<file path="config.mk">
export PLATFORM = sky130hd
export DESIGN_NAME = color_cmd_sequencer
export DESIGN_NICKNAME = d
export VERILOG_FILES = /design/src/rtl/color_cmd_pkg.sv /design/src/rtl/color_cmd_fifo.sv /design/src/rtl/color_cmd_sequencer.sv
export SDC_FILE = /design/constraint.sdc
export NUM_CORES = 1
export LEC_CHECK = 0
export ABC_AREA = 1
export BUFFER_PORTS_ARGS = -buffer_cell sky130_fd_sc_hd__buf_2
export CAP_MARGIN = 20
export CORE_ASPECT_RATIO = 1.4
export CORE_MARGIN = 2
export CORE_UTILIZATION = 30
export CTS_BUF_LIST = sky130_fd_sc_hd__clkbuf_8 sky130_fd_sc_hd__clkbuf_16
export CTS_CLUSTER_SIZE = 14
export DETAILED_ROUTE_END_ITERATION = 16
export PLACE_DENSITY = 0.54
export SYNTH_ARGS = -nofsm -noshare
export SYNTH_HDL_FRONTEND = slang
export SYNTH_SLANG_ARGS = --single-unit
</file>
<file path="constraint.sdc">
create_clock -name clk -period 2 [get_ports clk]
set_input_delay 0.4 -clock clk [delete_from_list [all_inputs] [get_ports clk]]
set_output_delay 0.4 -clock clk [all_outputs]
set_load 0.1 [all_outputs]
</file>
<file path="src/rtl/color_cmd_pkg.sv">
// Shared types for the colour command sequencer.
// Build option: COLOR_CMD_GAP_EN adds a GAP state that inserts one NOP
// cycle between consecutive queued commands.
package color_cmd_pkg;

    // Command codes as seen on the Color FSM `in` input
    typedef enum logic [1:0] {
        CMD_RED  = 2'h0,
        CMD_BLUE = 2'h1,
        CMD_HSV  = 2'h2,
        CMD_NOP  = 2'h3
    } cmd_t;

`ifdef COLOR_CMD_GAP_EN
    typedef enum logic [1:0] {
        IDLE,
        ISSUE,
        GAP
    } seq_state_t;
`else
    typedef enum logic {
        IDLE,
        ISSUE
    } seq_state_t;
`endif

    // Value driven on cmd_out while nothing is being issued
    parameter cmd_t CMD_RESET = CMD_NOP;

endpackage

</file>
<file path="src/rtl/color_cmd_fifo.sv">
// Synchronous command FIFO with registered occupancy and a flush input.
// Push is ignored while full; pop is ignored while empty.
// Flush has priority over push and pop.
module color_cmd_fifo #(
    parameter int unsigned DEPTH = 4,
    parameter int unsigned WIDTH = 6
) (
    input  logic                       clk,
    input  logic                       rst,
    input  logic                       flush,
    input  logic                       push,
    input  logic [WIDTH-1:0]           push_data,
    input  logic                       pop,
    output logic [WIDTH-1:0]           pop_data,
    output logic                       full,
    output logic                       empty,
    output logic [$clog2(DEPTH):0]     level
);

    localparam int unsigned AW = $clog2(DEPTH);
    localparam int unsigned LW = AW + 1;

    logic [WIDTH-1:0] mem [DEPTH];
    logic [AW-1:0]    wr_ptr;
    logic [AW-1:0]    rd_ptr;
    logic [LW-1:0]    count;
    logic             push_en;
    logic             pop_en;

    assign full     = (count == LW'(DEPTH));
    assign empty    = (count == '0);
    assign push_en  = push && !full;
    assign pop_en   = pop && !empty;
    assign pop_data = mem[rd_ptr];
    assign level    = count;

    // Storage write at the tail; contents need no reset
    always_ff @(posedge clk) begin
        if (push_en && !flush) begin
            mem[wr_ptr] <= push_data;
        end
    end

    // Pointers and occupancy; pointers wrap naturally since DEPTH is a power of two
    always_ff @(posedge clk or posedge rst) begin
        if (rst) begin
            wr_ptr <= '0;
            rd_ptr <= '0;
            count  <= '0;
        end else if (flush) begin
            wr_ptr <= '0;
            rd_ptr <= '0;
            count  <= '0;
        end else begin
            if (push_en) begin
                wr_ptr <= wr_ptr + 1'b1;
            end
            if (pop_en) begin
                rd_ptr <= rd_ptr + 1'b1;
            end
            if (push_en && !pop_en) begin
                count <= count + 1'b1;
            end else if (!push_en && pop_en) begin
                count <= count - 1'b1;
            end
        end
    end

endmodule

</file>
<file path="src/rtl/color_cmd_sequencer.sv">
// Command stage ahead of the Color FSM: queues {cmd, repeat} pairs and
// holds each command on cmd_out for repeat+1 cycles, NOP when idle.
// Build option: COLOR_CMD_GAP_EN separates consecutive commands with one NOP.
module color_cmd_sequencer
    import color_cmd_pkg::*;
#(
    parameter int unsigned DEPTH = 4,
    parameter int unsigned CNT_W = 4
) (
    input  logic                   clk,
    input  logic                   rst,
    input  logic                   push_valid,
    output logic                   push_ready,
    input  logic [1:0]             push_cmd,
    input  logic [CNT_W-1:0]       push_repeat,
    input  logic                   flush,
    output logic [1:0]             cmd_out,
    output logic                   cmd_active,
    output logic                   busy,
    output logic [$clog2(DEPTH):0] level
);

    localparam int unsigned LW = $clog2(DEPTH) + 1;
    localparam int unsigned EW = 2 + CNT_W;

    seq_state_t       state;
    seq_state_t       state_d;
    cmd_t             cmd_q;
    cmd_t             cmd_d;
    cmd_t             head_cmd;
    logic [CNT_W-1:0] cnt;
    logic [CNT_W-1:0] cnt_d;
    logic [CNT_W-1:0] head_rep;
    logic             active_d;
    logic             busy_d;
    logic             push_fire;
    logic             fifo_pop;
    logic             fifo_full;
    logic             fifo_empty;
    logic [EW-1:0]    fifo_head;
    logic [LW-1:0]    fifo_level;
    logic [LW-1:0]    level_d;

    // Ready uses the registered full flag, so a full FIFO never accepts even on a pop cycle
    assign push_ready = !fifo_full && !flush;
    assign push_fire  = push_valid && push_ready;
    assign head_cmd   = cmd_t'(fifo_head[EW-1 -: 2]);
    assign head_rep   = fifo_head[CNT_W-1:0];
    assign cmd_out    = cmd_q;
    assign level      = fifo_level;

    color_cmd_fifo #(
        .DEPTH (DEPTH),
        .WIDTH (EW)
    ) u_fifo (
        .clk       (clk),
        .rst       (rst),
        .flush     (flush),
        .push      (push_fire),
        .push_data ({push_cmd, push_repeat}),
        .pop       (fifo_pop),
        .pop_data  (fifo_head),
        .full      (fifo_full),
        .empty     (fifo_empty),
        .level     (fifo_level)
    );

    // State register
    always_ff @(posedge clk or posedge rst) begin
        if (rst) begin
            state <= IDLE;
        end else begin
            state <= state_d;
        end
    end

    // Next-state selection; flush always returns to IDLE
    always_comb begin
        state_d = state;
        if (flush) begin
            state_d = IDLE;
        end else begin
            case (state)
                IDLE: begin
                    if (!fifo_empty) begin
                        state_d = ISSUE;
                    end
                end
                ISSUE: begin
                    if (cnt == '0) begin
                        if (fifo_empty) begin
                            state_d = IDLE;
                        end
`ifdef COLOR_CMD_GAP_EN
                        else begin
                            state_d = GAP;
                        end
`endif
                    end
                end
`ifdef COLOR_CMD_GAP_EN
                GAP: begin
                    state_d = fifo_empty ? IDLE : ISSUE;
                end
`endif
                default: state_d = IDLE;
            endcase
        end
    end

    // Pop, next command, hold counter and active flag for the coming edge
    always_comb begin
        fifo_pop = 1'b0;
        cmd_d    = CMD_RESET;
        cnt_d    = cnt;
        active_d = 1'b0;
        if (flush) begin
            cnt_d = '0;
        end else begin
            case (state)
                ISSUE: begin
                    if (cnt != '0) begin
                        cnt_d    = cnt - 1'b1;
                        cmd_d    = cmd_q;
                        active_d = 1'b1;
                    end
`ifndef COLOR_CMD_GAP_EN
                    else if (!fifo_empty) begin
                        fifo_pop = 1'b1;
                        cmd_d    = head_cmd;
                        cnt_d    = head_rep;
                        active_d = 1'b1;
                    end
`endif
                end
                default: begin
                    // IDLE and GAP both load the head when one is queued
                    if (!fifo_empty) begin
                        fifo_pop = 1'b1;
                        cmd_d    = head_cmd;
                        cnt_d    = head_rep;
                        active_d = 1'b1;
                    end
                end
            endcase
        end
    end

    // Occupancy after the coming edge, so busy reflects the same edge's push/pop
    always_comb begin
        level_d = fifo_level;
        if (flush) begin
            level_d = '0;
        end else if (push_fire && !fifo_pop) begin
            level_d = fifo_level + 1'b1;
        end else if (!push_fire && fifo_pop) begin
            level_d = fifo_level - 1'b1;
        end
        busy_d = (state_d != IDLE) || (level_d != '0);
    end

    // Registered outputs and hold counter
    always_ff @(posedge clk or posedge rst) begin
        if (rst) begin
            cmd_q      <= CMD_RESET;
            cnt        <= '0;
            cmd_active <= 1'b0;
            busy       <= 1'b0;
        end else begin
            cmd_q      <= cmd_d;
            cnt        <= cnt_d;
            cmd_active <= active_d;
            busy       <= busy_d;
        end
    end

endmodule
</file>
Word level (Yosys, flattened, before mapping)
Memory sizes are Yosys's and may differ from the RTL's.
Index checks and enable logic that the tools add are counted.
Widths: inputs -> output; s select.
Word-level totals
  input bits: 10
  memories: 1
  memory bits (writable): 24
  register bits after elaboration: 16
  output and inout port bits: 8
  logic and storage cells: 71
Operators by class
  reductions and logical operators: 24
  eq/ne operators: 2
  mux-type cells: 30
  $add $sub $neg: 5
  bitwise logic cells: 1
Memory list
  u_fifo.mem: words 4, bits a word 6, read ports 1, clocked after Yosys merged registers in 0, wr ports 1, line color_cmd_fifo.sv:23  | logic [WIDTH-1:0] mem [DEPTH];
Operator list (number)
  $mux 3: 6
  $mux 2: 8
  $mux 4: 4
  $mux 1: 11
  $logic_and 1x1->1: 9
  $logic_not 1->1: 7
  $reduce_bool 3->1: 2
  $add 2x1->2 const B: 2
  $logic_not 4->1: 1
  $reduce_bool 2->1: 2
  $reduce_bool 4->1: 1
  $sub 4x1->4 const B: 1
  $add 3x1->3 const B: 1
  $eq 3x3->1 const B: 1
  $logic_not 3->1: 1
  $ne 3x3->1 const B: 1
  $sub 3x1->3 const B: 1
  $pmux 1 s2: 1
  $logic_or 1x1->1: 1
  $not 1->1: 1

Logic depth before layout (Yosys ltp)
  depth after elaboration: 11
  depth in mapped cells: 11
  gate-level depth less buffers: 11

Modules after synthesis
From an unflattened synthesis, not the netlist that was laid out.
Second synthesis, totals
  cell total of the unflattened synthesis: 211
  area total of the unflattened synthesis: 2016.9 sq um
By module, submodules not included
  color_cmd_fifo: area an instance 1396.3 sq um, times used 1, cells an instance 125, sequential area each 895.9 sq um
  color_cmd_sequencer: area an instance 620.6 sq um, times used 1, cells an instance 86, sequential area each 202.7 sq um

Worst setup path after synthesis
Ideal clock, no wire load.
  kind: register -> output
  start: register u_fifo.count[0], in the netlist u_fifo.level[0]
  end: output port push_ready
  setup slack: -1.285 ns
  arrival: 2.885 ns
  path buffers: 0
  cell stages (with the launch flop): 4
  required time: 1.600 ns
  cell sequence: dfrtp_1 > inv_1 > ha_1 > a21oi_1
Between the ends
  word-level cells in the longest chain between the ends: 3
RTL lines
  from (decl): line color_cmd_fifo.sv:26  | logic [LW-1:0] count;
  from (signal assigned): line color_cmd_fifo.sv:62  | count <= count + 1'b1;
  from (signal assigned): line color_cmd_fifo.sv:64  | count <= count - 1'b1;
  $eq 3x3->1: line color_cmd_fifo.sv:30  | assign full = (count == LW'(DEPTH));
  $logic_not 1->1: line color_cmd_sequencer.sv:45  | assign push_ready = !fifo_full && !flush;
  $logic_and 1x1->1: line color_cmd_sequencer.sv:45
  to (decl): line color_cmd_sequencer.sv:13  | output logic push_ready,
No other way between the ends.

Final worst setup path
Ends and elaborated chain as after synthesis.

==> impl_metrics.py <==
metrics = {
    "placed_design": {
        "dp_cells": 273,
        "place_area_um2": 2090,
        "routabilityCongestion": 0.758,
        "dp_hpwl_um": 2700,
        "portBuffers": 17,
    },
    "floorplanning": {
        "start_util_pct": 31.3,
        "die_area_um2": 6820,
        "die-height_um": 96.9,
        "rows": 33,
        "io_pins": 18,
        "die_x_um": 70.4,
        "design.core.area_um2": 5900,
    },
    "status": {
        "outcome": "complete, no violations",
    },
    "clock_network": {
        "ctsLongestPathBuffers": 2,
        "post_cts_buffers": 0,
        "cts_root_buffer": "clkbuf_8",
        "clkLatencyLatePin_ps": 290,
        "cts.sinks": 39,
        "cts-resized-gates": 0,
        "path_clk_slew_ps": 80,
        "hold_buffers": 0,
        "cts_tree": "done",
        "cts_max_level": 2,
        "cts_buffers": 5,
    },
    "sta": {
        "finalSetupViolCount": 0,
        "relSlewSlack_pct": 57.6,
        "fin_setup_tns_ps": 0,
        "period_needed_ps": 1850,
        "fmax_mhz": 539,
        "finalCritPeriodShare_pct": 92.7,
        "final-hold-violation-count": 0,
        "drv_slew": 0,
        "tightest_slew_ps": 636,
        "skew_ps": 7.30,
        "rsz0062_at_grt": "false",
    },
    "drt": {
        "via_per_inst": 4.57,
        "routedWlPerCell_um": 12.9,
        "drcViolationCount": 0,
        "drtAntennaViolNets": 0,
        "drtIter0Drc": 47,
        "wl_um": 3620,
        "vias": 1283,
        "first_pass_iters": 4,
    },
    "grt": {
        "gr-total-overflow": 0,
        "grt_pass1_wl_um": 6380,
        "grt_use_total_pct": 12.0,
        "grt_start_max_net_pins": 16,
        "antenna_found_initial": 0,
        "grt_pass1_vias": 1303,
    },
    "critical_path": {
        "timing.rr.end": "busy",
        "crit_required_ps": 1600,
        "r2r-start": "u_fifo.level[0]",
        "r2r_slack_ps": 280,
        "cp_max_fo": 4,
        "r2r_cells": 9,
        "critPathKind": "reg -> out",
        "start_kind": "register",
        "worst_setup_path_end_kind": "output pin",
        "critPathCapture": "push_ready",
        "cp.arrival_ps": 1450,
        "crit_start": "u_fifo.level[0]",
    },
    "flow_run": {
        "maxCapViolations": 0,
    },
    "final_layout": {
        "area_delta_synth_final_pct": 17.9,
        "diodes": 0,
        "multi_input_area_um2": 668,
        "layout_common_cells": "nor2_1 (31), nand2_1 (24), edfxtp_1 (24)",
        "layoutNonFillerInstCount": 281,
        "final_area_um2": 2180,
        "layout_commonest_cell": "nor2_1",
        "layout-drive-gt1-share_pct": 22.7,
        "nFillCells": 612,
        "nets": 229,
        "final-seq-area_um2": 1110,
    },
    "synth": {
        "syn-num-nets": 201,
        "synth.cell_area_um2": 1850,
        "synth_warnings": 0,
        "yosysSeqAreaShare_pct": 59.4,
        "yosys_register_bits": 39,
        "syn_inst": 182,
        "syn_area_per_cell_um2": 10.2,
        "synth_cell_types": 26,
    },
    "power_and_ir_drop": {
        "peakVddDrop_v": 0.000336,
        "p_leak_nw": 0.928,
        "powerDensity_nw_per_um2": 1440,
    },
    "hold_path": {
        "hold_path.class": "in -> async",
    },
}
==> sequential cells by signal, summed over array words and instances (netlist names) <==
| register | count |
|---|---|
| cnt | 4 |
| busy | 1 |
| cmd_out | 2 |
| u_fifo.mem | 24 |
| u_fifo.level | 3 |
| cmd_active | 1 |
| u_fifo.wr_ptr | 2 |
| u_fifo.rd_ptr | 2 |
==> worst max-delay path, cell delays in order (launching register included) <==
cell	delay [ps]
dfrtp_4	430
inv_1	70
ha_1	280
a21oi_4	190
buf_12	190
==> cell usage after synthesis <==
master | number | share of area (%)
nor2_1 | 31 | 6.3
edfxtp_1 | 24 | 39
nand2_1 | 24 | 4.9
inv_1 | 19 | 3.9
o21ai_0 | 19 | 5.1
dfrtp_1 | 13 | 18
a21oi_1 | 11 | 3.0
ha_1 | 9 | 6.1
nand2_2 | 5 | 1.7
nand3_1 | 5 | 1.4
a41oi_1 | 2 | 0.95
dfstp_2 | 2 | 2.8
inv_2 | 2 | 0.41
nand3_2 | 2 | 1.1
o22ai_1 | 2 | 0.68
xor2_1 | 2 | 0.95
a21oi_2 | 1 | 0.47
buf_2 | 1 | 0.27
clkbuf_1 | 1 | 0.20
inv_4 | 1 | 0.34
nand2_4 | 1 | 0.61
nand3_4 | 1 | 0.95
nand4_1 | 1 | 0.34
nor3_1 | 1 | 0.27
o211ai_1 | 1 | 0.41
o31ai_1 | 1 | 0.41
==> metal layers <==
| layer | GRT usage [%] | vias to the layer above | part of all wire [%] |
|---|---|---|---|
| met5 | 0 | - | 0 |
| met4 | 5.33 | 0 | 2.1 |
| met3 | 2.81 | 5 | 3.1 |
| met2 | 20.5 | 17 | 53 |
| met1 | 14.1 | 595 | 42 |
| li1 | - | 666 | - |
==> metrics by stage <==
stage	total power [mW]	setup slack, ps	utilization [%]	hold WS, ps
floorplan	2.31	0.704	-	300
global placement	2.64	309	35.4	511
detailed placement	2.64	277	35.4	503
CTS	3.18	130	36.9	201
global route	3.39	70.1	36.9	215
finish	3.13	146	36.9	180
==> report_power, final <==
part           switching (mW)  internal (mW)  leakage, nW
combinational            1.07          0.405        0.483
clock                   0.282          0.243       0.0418
sequential              0.109           1.02        0.404
==> cells by family after synthesis <==
kind of cell    count (synthesis)  share of synthesized area, %
compound gates                 37                          11.0
xor+xnor                        2                         0.947
fa+ha+maj                       9                          6.09
buf+inv                        24                          5.07
flops                          39                          59.4
simple gates                   71                          17.5
==> worst min path at each step <==
stage,startpoint,end,cells after the start
floorplan,rst,busy,1
global placement,rst,u_fifo.level[2],2
detailed placement,cmd_out[1],cmd_out[1],2
CTS,rst,cmd_active,2
global route,rst,cnt[2],2
finish,rst,u_fifo.rd_ptr[1],2
==> area by class of cell <==
class | instances | area share, %
sequential | 39 | 50.7
multi-input combinational | 119 | 30.6
timing repair buffer | 23 | 6.66
tap | 70 | 4.02
inverter | 22 | 3.90
clock buffer | 5 | 3.16
clock inverter | 3 | 0.918
Note: power is estimated with default switching activity, not from simulation.
